==> src/rtl/pathseg_pkg.sv <==
// Shared types and helpers for the path-segmented datapath result collector.
// sat_add is only referenced when PATHSEG_ACC_SAT_EN is defined.
package pathseg_pkg;

  localparam int DATA_W = 16;

  typedef enum logic {
    ACCUM = 1'b0,
    LAST  = 1'b1
  } state_t;

  // Unsigned add of two operands, clamped to 2^w-1 (w < 64).
  function automatic logic [63:0] sat_add(input logic [63:0] a,
                                          input logic [63:0] b,
                                          input int unsigned w);
    logic [64:0] s;
    logic [64:0] lim;
    s   = {1'b0, a} + {1'b0, b};
    lim = (65'd1 << w) - 65'd1;
    if (s > lim) sat_add = lim[63:0];
    else         sat_add = s[63:0];
  endfunction

endpackage

==> src/rtl/pathseg_sum_fifo.sv <==
// First-word-fall-through FIFO for completed block sums.
// A push into a full FIFO only succeeds when a pop happens in the same cycle.
module pathseg_sum_fifo
  import pathseg_pkg::*;
#(
  parameter int DEPTH = 4,
  parameter int W     = 18
) (
  input  logic                         clk,
  input  logic                         rst,
  input  logic                         clr,
  input  logic                         push,
  input  logic                         pop,
  input  logic [W-1:0]                 wdata,
  output logic [W-1:0]                 rdata,
  output logic [$clog2(DEPTH+1)-1:0]   level,
  output logic                         full,
  output logic                         empty
);

  localparam int LW = $clog2(DEPTH+1);
  localparam int AW = LW - 1;

  logic [W-1:0]  mem [DEPTH];
  logic [LW-1:0] wr_ptr;
  logic [LW-1:0] rd_ptr;
  logic          do_push;
  logic          do_pop;

  assign level   = wr_ptr - rd_ptr;
  assign empty   = (wr_ptr == rd_ptr);
  assign full    = (level == LW'(DEPTH));
  assign do_pop  = pop && !empty;
  assign do_push = push && (!full || do_pop);
  assign rdata   = mem[rd_ptr[AW-1:0]];

  always_ff @(posedge clk or posedge rst) begin
    if (rst) begin
      wr_ptr <= '0;
      rd_ptr <= '0;
      for (int i = 0; i < DEPTH; i++) mem[i] <= '0;
    end else if (clr) begin
      wr_ptr <= '0;
      rd_ptr <= '0;
      for (int i = 0; i < DEPTH; i++) mem[i] <= '0;
    end else begin
      if (do_push) begin
        mem[wr_ptr[AW-1:0]] <= wdata;
        wr_ptr              <= wr_ptr + LW'(1);
      end
      if (do_pop) rd_ptr <= rd_ptr + LW'(1);
    end
  end

endmodule

==> src/rtl/pathseg_result_collector.sv <==
// Re-aligns issue tags to datapath results and queues one sum per N results.
// Define PATHSEG_ACC_SAT_EN to clamp every add at 2^ACC_W-1 instead of wrapping.
//
//   state | meaning
//   ACCUM | adding aligned results, fewer than N-1 taken so far
//   LAST  | next aligned result completes the block sum
module pathseg_result_collector
  import pathseg_pkg::*;
#(
  parameter int LAT   = 2,
  parameter int N     = 4,
  parameter int ACC_W = 18,
  parameter int DEPTH = 4
) (
  input  logic                         clk,
  input  logic                         rst,
  input  logic                         issue,
  input  logic                         clr,
  input  logic [DATA_W-1:0]            din,
  output logic [ACC_W-1:0]             out_data,
  output logic                         out_valid,
  input  logic                         out_ready,
  output logic                         ovf,
  output logic [$clog2(DEPTH+1)-1:0]   level
);

  localparam int CW = $clog2(N);

  logic [LAT-1:0]   tag;
  logic             take;
  state_t           state;
  state_t           state_nxt;
  logic             acc_en;
  logic             push;
  logic [ACC_W-1:0] acc;
  logic [ACC_W-1:0] sum;
  logic [CW-1:0]    cnt;
  logic             full;
  logic             empty;

  generate
    if (LAT == 1) begin : g_tag1
      always_ff @(posedge clk or posedge rst) begin
        if (rst)      tag <= '0;
        else if (clr) tag <= '0;
        else          tag <= issue;
      end
    end else begin : g_tagn
      always_ff @(posedge clk or posedge rst) begin
        if (rst)      tag <= '0;
        else if (clr) tag <= '0;
        else          tag <= {tag[LAT-2:0], issue};
      end
    end
  endgenerate

  assign take = tag[LAT-1];

`ifdef PATHSEG_ACC_SAT_EN
  assign sum = ACC_W'(sat_add(64'(acc), 64'(din), ACC_W));
`else
  assign sum = acc + ACC_W'(din);
`endif

  always_ff @(posedge clk or posedge rst) begin
    if (rst)      state <= ACCUM;
    else if (clr) state <= ACCUM;
    else          state <= state_nxt;
  end

  always_comb begin
    state_nxt = state;
    case (state)
      ACCUM:   if (take && (cnt == CW'(N-2))) state_nxt = LAST;
      LAST:    if (take) state_nxt = ACCUM;
      default: state_nxt = ACCUM;
    endcase
  end

  always_comb begin
    acc_en = 1'b0;
    push   = 1'b0;
    case (state)
      ACCUM:   acc_en = take;
      LAST:    push   = take;
      default: ;
    endcase
  end

  always_ff @(posedge clk or posedge rst) begin
    if (rst) begin
      acc <= '0;
      cnt <= '0;
    end else if (clr) begin
      acc <= '0;
      cnt <= '0;
    end else if (acc_en) begin
      acc <= sum;
      cnt <= cnt + CW'(1);
    end else if (push) begin
      acc <= '0;
      cnt <= '0;
    end
  end

  // A full FIFO still accepts the sum if the head leaves in the same cycle.
  always_ff @(posedge clk or posedge rst) begin
    if (rst)                               ovf <= 1'b0;
    else if (clr)                          ovf <= 1'b0;
    else if (push && full && !out_ready)   ovf <= 1'b1;
  end

  pathseg_sum_fifo #(
    .DEPTH (DEPTH),
    .W     (ACC_W)
  ) u_fifo (
    .clk   (clk),
    .rst   (rst),
    .clr   (clr),
    .push  (push),
    .pop   (out_ready),
    .wdata (sum),
    .rdata (out_data),
    .level (level),
    .full  (full),
    .empty (empty)
  );

  assign out_valid = !empty;

endmodule

==> config.mk <==
export PLATFORM = sky130hd
export DESIGN_NAME = pathseg_result_collector
export DESIGN_NICKNAME = d
export VERILOG_FILES = /design/src/rtl/pathseg_pkg.sv /design/src/rtl/pathseg_sum_fifo.sv /design/src/rtl/pathseg_result_collector.sv
export SDC_FILE = /design/constraint.sdc
export NUM_CORES = 1
export LEC_CHECK = 0
export BUFFER_PORTS_ARGS = -buffer_cell sky130_fd_sc_hd__buf_2
export CAP_MARGIN = 25
export CORE_ASPECT_RATIO = 1.4
export CORE_MARGIN = 10
export CORE_UTILIZATION = 35
export CTS_CLUSTER_SIZE = 16
export DETAILED_ROUTE_END_ITERATION = 7
export GPL_TIMING_DRIVEN = 0
export PLACE_DENSITY = 0.53
export SLEW_MARGIN = 0
export SYNTH_ARGS = -nofsm -noshare
export SYNTH_HDL_FRONTEND = slang
export SYNTH_SLANG_ARGS = --single-unit
==> constraint.sdc <==
create_clock -name clk -period 2.9 [get_ports clk]
set_input_delay 0.29 -clock clk [delete_from_list [all_inputs] [get_ports clk]]
set_output_delay 0.29 -clock clk [all_outputs]
set_load 0.1 [all_outputs]
==> summary.txt <==
========================================================================================
Category of the worst setup path launch point                                       flop
Count of endpoints failing hold in the final timing report                             0
Primary flip-flop cell chosen by synthesis mapping                               dfrtp_1
Leakage power summed over all cells                                              2.96 nW
Sum of negative setup slack                                                         0 ns
Wire length per cell                                                             20.3 um
Count of input and output buffers                                                     42
Cell types with the highest counts after synthesis                          102 x dfrtp_1, 57 x a22o_1, 30 x a21oi_1
Nature of the critical path endpoint                                                flop
Area of the core                                                              15,100 um2
RSZ-0062 raised after global routing                                                true
Post-placement cell count                                                            677
Result of the run                                                           finished, final reports clean
Via count of the first global-routing pass                                         4,171
Total routing resource utilization after global routing                            0.137
Number of unique standard cell types used by synthesis                                52
Floorplan die area                                                            20,800 um2
Share of final-layout standard cells stronger than drive strength 1                0.275
1st-iter DRT viols                                                                   282
Crit Path Class                                                             flop to flop
Global-route wire length before repair                                         23,200 um
Leftover overflow at the end of global routing                                         0
Antenna diode count                                                                    0
Final wirelength                                                               14,100 um
Remaining number of nets flagged by the antenna check after routing                    0
Die Y-Extent                                                                      167 um
Total I/O pin count                                                                   44
Standard-cell rows                                                                    53
Number of fill cells                                                               1,419
Achievable clock frequency                                                       362 MHz
WP data arrival                                                                  3.04 ns
Yosys warning total                                                                    0
Total net switching power                                                       0.769 mW
Die Width                                                                         125 um
Leading cell type by number of instances after synthesis                         dfrtp_1
Clock Sinks                                                                          102
DP HPWL                                                                        10,200 um
Switching part of the total                                                        0.259
Final critical-path required period                                              2.76 ns
Internal portion of total power                                                  2.20 mW
Placed cell area                                                                5900 um2
Portion of the clock cycle consumed by the worst path in the final layout          0.953
Number of slew-limit violations in the final report                                    0
Slew of the pin with the lowest slew margin                                     0.879 ns
Relative contribution of sequential cells to total power                           0.485
Fraction of post-synthesis cell area in the top cell type by area                  0.474
Type of the worst min-delay path                                            input port to async pin
Clk_skew                                                                      0.00934 ns
Final #Nets                                                                          543
Maximum VDD drop                                                                0.342 mV
Mean number of vias per cell                                                        5.57
Routability congestion estimate                                                    0.810
Top cells by area, synth                                                    dfrtp_1 47%, a22o_1 9.3%, mux4_2 7.5%
Power density normalized to cell area                                         475 nW/um2
Clock network latency to the later pin of the worst-skew pair                    0.35 ns
CTS HTree Levels                                                                       3
Total nets after synthesis                                                           488
Synth Register Bits                                                                  102
Fin area                                                                        6250 um2
Non-filler instance count after layout                                               693
Combinational cell fraction of total power                                         0.100
Initial antenna violation count                                                        0
TritonCTS clock tree                                                                 yes
Pin count of the biggest net entering global routing                                  43
Fraction of registers with async set/reset                                          1.00
Clock Power Share                                                                  0.415
Clock slew at the register clock pins of the worst setup and hold paths          0.07 ns
Critical path data required time                                                 3.18 ns
Largest fanout on the critical path                                                    5
Final core utilization                                                             0.415
Number of flops mapped to enable cells by yosys                                        0
Tightest slew margin relative to the limit                                         0.412
Signed area change from the synthesized netlist to the final layout                16.0%
Mapped Cells                                                                         441
CTS Root Buffer Type                                                           clkbuf_16
TritonCTS buffer count                                                                 9
Share of the yosys chip area belonging to registers                                0.474
Cell area after synthesis                                                       5390 um2
Initial Utilization                                                                0.358
Beginning of the critical path                                              acc[0]$_DFFE_PP0P_
Drt drc                                                                                0
Mean post-synth cell area                                                       12.2 um2
Clk buf depth                                                                          2
Worst r2r src                                                               acc[0]$_DFFE_PP0P_
Library cell occupying the most area in the post-synthesis netlist               dfrtp_1
Count of max-cap constraint violations                                                 0
Total chip power                                                                 2.97 mW
Cts hold-fix bufs                                                                      0
Via count                                                                          3,858
Pre-antenna DRT Iters                                                                  4
Number of setup violations in the final report                                         0
========================================================================================
[placed cells by master, fill, tap and decap left out, drive strengths merged, types with 7 or more instances in the layout]
| master | Yosys | routed |
|---|---|---|
| ha | 24 | 24 |
| a22o | 79 | 79 |
| xor2 | 7 | 7 |
| buf | 20 | 64 |
| inv | 15 | 15 |
| mux4 | 18 | 18 |
| nor2b | 9 | 9 |
| o21ai | 13 | 13 |
| nor2 | 18 | 18 |
| nand2 | 24 | 24 |
| xnor2 | 11 | 11 |
| dfrtp | 102 | 102 |
| a21oi | 32 | 32 |
| clkbuf | 7 | 16 |
[worst paths after layout]
path | end | slack (ns) | cells after the start
worst min-delay path | u_fifo.mem[60]$_DFFE_PP0P_ | 0.05 | 2
worst min register to register | tag[1]$_DFF_PP0_ | 0.47 | 1
max in group asynchronous | u_fifo.mem[12]$_DFFE_PP0P_ | 1.95 | 4
worst max-delay path | u_fifo.mem[32]$_DFFE_PP0P_ | 0.14 | 9
worst max register to register | u_fifo.mem[32]$_DFFE_PP0P_ | 0.14 | 9
min in group clk | tag[0]$_DFF_PP0_ | 0.16 | 2
[stage by stage]
step,hold slack [ns],worst slack [ns]
global route,0.0977,-0.0311
detailed placement,0.445,-0.125
CTS,0.0670,0.0106
global placement,0.444,-0.120
finish,0.0482,0.136
floorplan,0.428,0.0444
[critical path, cell delays in order (launching register included)]
cell and delay (ns):
dfrtp_1 0.34, ha_1 0.24, inv_1 0.08, fa_1 0.43, nand2b_1 0.19, a21o_1 0.20, a21oi_1 0.37, o41ai_1 0.17
a311oi_2 0.45, a22o_1 0.23
[sequential cells by signal, summed over array words and instances (netlist names)]
register       cells
u_fifo.rd_ptr      3
ovf                1
u_fifo.wr_ptr      3
u_fifo.mem        72
acc               18
cnt                2
tag                2
state              1
[power groups by stage]
stage          Clock, mW  Combinational (mW)  Sequential (mW)
2_1_floorplan          0               0.198             1.47
3_3_place_gp           0               0.283             1.47
3_5_place_dp           0               0.293             1.47
4_1_cts             1.26               0.295             1.44
5_1_grt             1.32               0.331             1.44
6_report            1.23               0.297             1.44
[layer usage]
layer  track usage  part of all wire  wire length, um
met1         0.169              0.44             6250
met2         0.235              0.52             7260
met3        0.0295             0.029              405
met4        0.0382             0.011              159
met5             0                 0                0
[area by class of cell]
| cell class | instances | area [um2] | area share |
|---|---|---|---|
| multi-input combinational | 297 | 2640 | 0.423 |
| clock inverter | 7 | 73.8 | 0.0118 |
| inverter | 15 | 60.1 | 0.00961 |
| clock buffer | 9 | 225 | 0.0361 |
| buffer | 27 | 203 | 0.0324 |
| tap | 192 | 240 | 0.0385 |
| sequential | 102 | 2550 | 0.409 |
| timing repair buffer | 44 | 250 | 0.0401 |
[logic make-up after synthesis]
| kind of cell | share of synthesized area |
|---|---|
| AOI/OAI and AO/OA | 0.235 |
| xor gates and xnor gates | 0.0293 |
| adders and majority gates | 0.0632 |
| buffers and inverters | 0.0479 |
| DFF | 0.474 |
| muxes | 0.0792 |
| and+or+nand+nor | 0.0711 |
[repair_timing]
item | CTS | global route
buffers inserted | 0 | 0
setup endpoints to repair | 29 | 20
gates resized for setup | 3 | 4
pin swaps | 0 | 0
No activity file was read; power rests on OpenSTA's default activity.
